File: config.mk
export PLATFORM = sky130hd
export DESIGN_NAME = load_store_unit
export DESIGN_NICKNAME = d
export VERILOG_FILES = /design/src/rtl/load_store_unit.sv
export SDC_FILE = /design/constraint.sdc
export NUM_CORES = 1
export LEC_CHECK = 0
export CAP_MARGIN = 20
export CORE_UTILIZATION = 47
export CTS_CLUSTER_SIZE = 10
export DETAILED_ROUTE_END_ITERATION = 10
export PLACE_DENSITY = 0.95
export SETUP_SLACK_MARGIN = 0.5
export SYNTH_ARGS = -nofsm -noshare
export SYNTH_HDL_FRONTEND = slang
export SYNTH_SLANG_ARGS = --single-unit
File: constraint.sdc
create_clock -name clock -period 3.1 [get_ports clock]
set_input_delay 0.62 -clock clock [delete_from_list [all_inputs] [get_ports clock]]
set_output_delay 0.62 -clock clock [all_outputs]
set_load 0.03 [all_outputs]
File: src/rtl/load_store_unit.sv
// load_store_unit
// Data-memory access stage: formats byte/halfword/word stores and loads,
// checks alignment, and runs a req/ack handshake to a variable-latency
// memory while stalling the core until the access completes.
//
// Ports
//   clock, clear        core clock, async active-low reset
//   memRead, memWrite   load / store request from the control unit
//   funct3, addr        access width/signedness and byte address
//   storeData           rs2 value for stores
//   loadData            extended load result (held until next load)
//   stall               freeze PC and register-file write
//   done                one-cycle completion pulse
//   accessFault         misaligned/illegal access (combinational)
//   memReq/memWe/memAddr/memWdata/memBe   registered memory request
//   memAck, memRdata    memory acceptance / read data
module load_store_unit #(
  parameter int ADDR_WIDTH = 32
) (
  input  logic                  clock,
  input  logic                  clear,
  input  logic                  memRead,
  input  logic                  memWrite,
  input  logic [2:0]            funct3,
  input  logic [ADDR_WIDTH-1:0] addr,
  input  logic [31:0]           storeData,
  output logic [31:0]           loadData,
  output logic                  stall,
  output logic                  done,
  output logic                  accessFault,
  output logic                  memReq,
  output logic                  memWe,
  output logic [ADDR_WIDTH-1:0] memAddr,
  output logic [31:0]           memWdata,
  output logic [3:0]            memBe,
  input  logic                  memAck,
  input  logic [31:0]           memRdata
);

  typedef enum logic [1:0] {IDLE, BUSY, DONE} state_t;
  state_t state;

  logic [2:0]  f3_q;    // width/sign of the access in flight
  logic [1:0]  off_q;   // byte offset of the access in flight
  logic        access, illegal, misal, start;
  logic [3:0]  be;
  logic [31:0] wdata, rshift, ldfmt;

  always_comb begin
    access  = memRead | memWrite;
    illegal = 1'b0;
    if (memRead && memWrite) illegal = 1'b1;
    else if (memRead)        illegal = (funct3 == 3'd3) || (funct3[2:1] == 2'b11);
    else                     illegal = funct3[2] || (funct3[1:0] == 2'b11);
    misal = ((funct3[1:0] == 2'd2) && (addr[1:0] != 2'b00)) ||
            ((funct3[1:0] == 2'd1) && addr[0]);
    accessFault = access & (illegal | misal);
    start = (state == IDLE) & access & ~accessFault;
    stall = start | (state == BUSY);
  end

  // Lane mask and replicated write data; loads reuse the same mask.
  always_comb begin
    case (funct3[1:0])
      2'd0: begin be = 4'b0001 << addr[1:0]; wdata = {4{storeData[7:0]}};  end
      2'd1: begin be = 4'b0011 << addr[1:0]; wdata = {2{storeData[15:0]}}; end
      default: begin be = 4'b1111;           wdata = storeData;            end
    endcase
  end

  // Bring the addressed lane down to bit 0, then extend.
  always_comb begin
    rshift = memRdata >> {off_q, 3'b000};
    case (f3_q)
      3'd0:    ldfmt = {{24{rshift[7]}},  rshift[7:0]};
      3'd1:    ldfmt = {{16{rshift[15]}}, rshift[15:0]};
      3'd4:    ldfmt = {24'd0, rshift[7:0]};
      3'd5:    ldfmt = {16'd0, rshift[15:0]};
      default: ldfmt = rshift;
    endcase
  end

  always_ff @(posedge clock or negedge clear) begin
    if (!clear) begin
      state    <= IDLE;
      memReq   <= 1'b0;
      memWe    <= 1'b0;
      done     <= 1'b0;
      memAddr  <= '0;
      memWdata <= '0;
      memBe    <= '0;
      loadData <= '0;
      f3_q     <= '0;
      off_q    <= '0;
    end else begin
      done <= 1'b0;
      case (state)
        IDLE: if (start) begin
          state    <= BUSY;
          memReq   <= 1'b1;
          memWe    <= memWrite;
          memAddr  <= {addr[ADDR_WIDTH-1:2], 2'b00};
          memBe    <= be;
          memWdata <= wdata;
          f3_q     <= funct3;
          off_q    <= addr[1:0];
        end
        BUSY: if (memAck) begin
          state  <= DONE;
          done   <= 1'b1;
          memReq <= 1'b0;
          memWe  <= 1'b0;
          if (!memWe) loadData <= ldfmt;
        end
        // Same instruction is still presented here; ignore it.
        DONE:    state <= IDLE;
        default: state <= IDLE;
      endcase
    end
  end

endmodule

; Word-level counts from Yosys, hierarchy flattened
; Index checks and enable logic that the tools add are counted.
[totals]
mem_bits_rw = 0
register_bits = 108
romBits = 0
elab_cells = 62
latch_bits = 0
out_inout_bits = 105
n_memories = 0
in_bits = 104
[op_classes]
n_eq_ne = 11
magnitude_cmp = 0
n_mul = 0
n_div = 0
muxes = 15
shifts = 3
n_bitwise = 8
add_sub_neg = 0
n_reduce_logical = 15
[ops]
columns = op, n
row1 = 32-bit case mux with 4 select lines, 1
row2 = 32-bit case mux with 2 select lines, 1
row3 = 32-bit by 5-bit right shift with 32-bit output, 1
row4 = 4-bit case mux with 2 select lines, 1
row5 = 1-bit 2-to-1 mux, 7
row6 = 2-bit == test (second input constant), 3
row7 = 3-bit == test (second input constant), 2
row8 = 3-bit AND reduction, 2
row9 = 2-bit by 1-bit == test with 1-bit output (second input constant), 2
row10 = 2-bit logical NOT, 2
row11 = 2-bit 2-to-1 mux, 2
row12 = 2-bit inequality test (second input constant), 2
row13 = 1-bit case mux with 2 select lines, 2
row14 = 2-bit case mux with 2 select lines, 1
row15 = 2-bit AND reduction, 2
row16 = 2-bit nonzero test, 2
row17 = 1-bit by 2-bit << shifter with 4-bit output (first input constant), 1
row18 = 2-bit by 2-bit << shifter with 4-bit output (first input constant), 1
row19 = 1-bit AND, 3
row20 = 3-bit by 1-bit == test with 1-bit output (second input constant), 1
row21 = 3-bit by 2-bit == test with 1-bit output (second input constant), 1
row22 = 1-bit logical AND, 3
row23 = 3-bit logical NOT, 1
row24 = 1-bit logical OR, 3
row25 = 2 further kinds, 5

; Longest topological paths before layout
[logic_depth]
depth_word = 10
ltp_mapped = 7

; Worst setup path after synthesis
; Ideal clock, no wire load.
[synth_timing]
kind = input port to output port
from = input port funct3[0]
to = output port stall
path_slack_ps = 570
required_ps = 2480
t_arrival_ps = 1910
path_stages = 7
path_cell_list = clkbuf_1 > nor3_1 > nor2_1 > nor4_4 > buf_4 > buf_6 > nand2b_1
[synth_via]
elab_chain_len = 9
word_cells_on_any_way = 16
classes_between = 4 x eq/ne / 2 x mux / 5 x bitwise / 5 x reduce/logical
[synth_lines]
columns = element, line_no
row1 = "start, declared", 24  ; input logic [2:0] funct3,
row2 = 3-bit by 2-bit == test with 1-bit output or 2-bit == test (tied branches), "53, 54"
row3 = "1-bit logical OR, on equally long branches", "53, 54"
row4 = 1-bit 2-to-1 mux, 53  ; else if (memRead) illegal = (funct3 == 3'd3) || (funct3[2:1] == 2'b11);
row5 = 1-bit 2-to-1 mux, 52  ; if (memRead && memWrite) illegal = 1'b1;
row6 = 1-bit OR (*), 57  ; accessFault = access & (illegal | misal);
row7 = 1-bit AND (*), 57
row8 = 1-bit NOT (*), 58  ; start = (state == IDLE) & access & ~accessFault;
row9 = 1-bit AND (*), 58
row10 = 1-bit OR (*), 59  ; stall = start | (state == BUSY);
row11 = "end, declared", 28  ; output logic stall,
; Every way passes the cells marked *; elsewhere a longest branch is shown, timed or not.

; Worst setup path in the final report
[layout_timing]
from = input port memRead
to = output port stall
[layout_via]
elab_chain_len = 7
word_cells_on_any_way = 10
classes_between = 2 x mux / 7 x bitwise / 1 x reduce/logical
[layout_lines]
columns = element, line_no
row1 = "start, declared", 22  ; input logic memRead,
row2 = 1-bit 2-to-1 mux or 1-bit logical AND (tied branches), "53, 52"
row3 = 1-bit 2-to-1 mux, 52
row4 = 1-bit OR, 57
row5 = 1-bit AND, 57
row6 = 1-bit NOT, 58
row7 = 1-bit AND (*), 58
row8 = 1-bit OR (*), 59
; Marked as above.

==> metrics.txt <==
cells after synthesis 435; synth warn 0; synthesized area 5110 µm²; clock tree sinks around 110; min Tclk post-route 2520 ps; cts hold-fix bufs 0; critical path endpoint category output port; Layout Nets 737; combinational power share around half; Clk Latency, worst-skew pair roughly 360 ps; Seq/Total Area, Yosys a little over half; Distinct cells, synth 32; area of the multi-input gates 2240 µm²; initial DRC count 143; Placer Congestion 0.934; Synth-to-Final Area Change 46.6%; largest net degree at the start of global routing 75; P_sw 2.62 mW; Clk pwr share 13.9%; total grt overflow 0; worst hold path class input port to async pin; CTS tree done; fmax slightly below 0.4 GHz; WP data arrival 1900 ps; Final setup viols 0; Initial DRT Pass Iterations 5; via count between 4000 and 5000; H-tree levels 3; clk root buf clkbuf_8; final period utilization about 81%; FILL cells 719; flip-flop and latch area approximately 2700 µm²; layout cells sized above 1 14.0%; starting density of the core 49.1%; Post-DP HPWL 11.0 mm; pwr dens 852 nW/µm²; CTS Buf Count 9; drt drc 0; total negative slack 0 ps; Core Util, Final 71.9%; dominant synthesized flop cell dfrtp_1; Seq pwr share 35.3%; asr flop ratio synth 100%; Core Footprint about 10000 µm²; Leakage 3.22 nW; Crit path required time 2480 ps; Antenna diodes 0; detailed-route vias per instance 5.48; Port-buffer cells about 210; WL per Instance between 15 and 20 µm; Slew HR a little under half; flops & latches, synth 108; clk buf depth 2; vias in the first global route 4551; crit start category input port; clk_skew 7.67 ps; Tightest Pin Transition 796 ps; RSZ-0062 raised after global routing no; Mean Syn Cell Area 11.7 µm²; Final Max Tran Viols 0; initial antenna violation count 0; Post-Route WL 15.2 mm; Sw Share 41.1%; post-route ant nets 0; EDFF count, synth 0; max cap viols 0; Int Pwr 3.76 mW; first-pass GRT wire length about 24 mm; Final Hold Viols 0; GRT Overall Usage around 28%; flop2flop setup slack 1090 ps; Worst-path clk slew 90 ps; Ports 209; crit path max fanout 3; die width approximately 110 µm; Die Ht 106 µm; die area around 11000 µm²; classification of the worst setup path input port to output port; Peak VDD IR 0.575 mV; Cell Rows 37; status completed
==> flip-flops by register name, summed over array words and instances (netlist names), 2 cells and up <==
name	cells
loadData	32
memAddr	30
state	2
f3_q	3
memBe	4
off_q	2
memWdata	32
==> critical path, stage by stage <==
cell	delay (ps)
clkdlybuf4s50_1	480
nor3b_2	210
a31oi_2	70
nor4_4	180
nand2b_4	180
buf_4	160
==> power groups by stage <==
stage	clock network (mW)	logic (mW)	registers (mW)
after floorplan	0	0.826	3.20
after global placement	0	3.15	2.23
after detailed placement	0	3.23	2.27
after CTS	0.906	3.24	2.25
after global routing	0.962	3.41	2.32
final	0.889	3.24	2.25
==> worst paths after layout <==
kind                              from            to  cells after the start
max                            memRead         stall                      6
min                              clear  loadData[20]                      1
max reg2reg                   off_q[0]  loadData[15]                      4
min reg2reg                loadData[1]   loadData[1]                      2
max in group asynchronous        clear      memBe[3]                      2
min in group clock         loadData[1]   loadData[1]                      2
==> Yosys cell counts, drive strengths merged (2+ instances only) <==
library cell / instances / area [µm²]
a21oi: 19 / 95.1
nor2: 27 / 101
inv: 3 / 11.3
or2: 2 / 12.5
clkbuf: 14 / 52.6
buf: 17 / 134
nand3b: 2 / 15.0
nor2b: 3 / 18.8
dfrtp: 108 / 2700
nand2b: 4 / 25.0
mux2: 97 / 1090
mux2i: 25 / 250
o21bai: 3 / 22.5
nand2: 36 / 135
o21ai: 24 / 120
o21a: 2 / 15.0
and2: 7 / 43.8
nand3: 32 / 160
==> cell families (layout without fill, tap and decap cells) <==
family	Yosys count	count (layout)	synth area share [%]
AO/OA/AOI/OAI	54	54	6.22
multiplexers	122	122	26.3
other	1	2	0.0734
buffers and inverters	34	235	3.87
flip-flops	108	108	52.9
AND/OR/NAND/NOR	116	116	10.7
==> what timing repair did <==
| action | CTS | global route |
|---|---|---|
| pin swaps | 2 | 2 |
| resized for setup | 7 | 5 |
| endpoints found under the setup margin | 2 | 2 |
| buffers inserted | 1 | 0 |
==> cell usage in the layout (no fill, tap or decap), types with 2 or more instances in the layout <==
master	count
nor2_1	26
dlymetal6s2s_1	3
buf_4	12
mux2i_1	25
nand2b_1	3
or2_2	2
and2_1	7
conb_1	2
inv_1	3
buf_12	2
nand3_1	32
dlygate4sd2_1	3
dfrtp_1	108
nand2_1	36
o21bai_1	3
clkdlybuf4s50_1	197
nand3b_1	2
o21ai_0	24
mux2_1	46
o21a_1	2
nor2b_1	3
mux2_2	51
clkbuf_8	11
a21oi_1	18
==> routing by layer <==
metal | track usage [%] | part of all wire, % | up-vias
met5 | 0 | 0 | -
met4 | 11.7 | 2.6 | 0
met3 | 8.77 | 10 | 38
met2 | 47.2 | 50 | 238
met1 | 32.6 | 37 | 2055
li1 | - | - | 1902
==> cell type report <==
cell class / instances / area share [%]
Clock inverter: 3 / 0.585
Inverter: 3 / 0.150
Timing Repair Buffer: 217 / 28.9
Tap cell: 136 / 2.27
Multi-Input combinational cell: 294 / 29.9
Sequential cell: 108 / 36.1
Clock buffer: 12 / 2.07
==> per-stage QoR <==
stage / power, mW / cells / instance area [µm²] / worst slack [ps] / hold WS, ps
3_3_place_gp: 5.38 / 757 / 7250 / 351 / 461
4_1_cts: 6.40 / 773 / 7470 / 500 / 194
5_1_grt: 6.69 / 773 / 7490 / 508 / 221
2_1_floorplan: 4.03 / 436 / 5110 / 570 / 324
6_report: 6.38 / 773 / 7490 / 576 / 204
3_5_place_dp: 5.50 / 757 / 7250 / 297 / 478
Power figures use the tool's default switching activity.
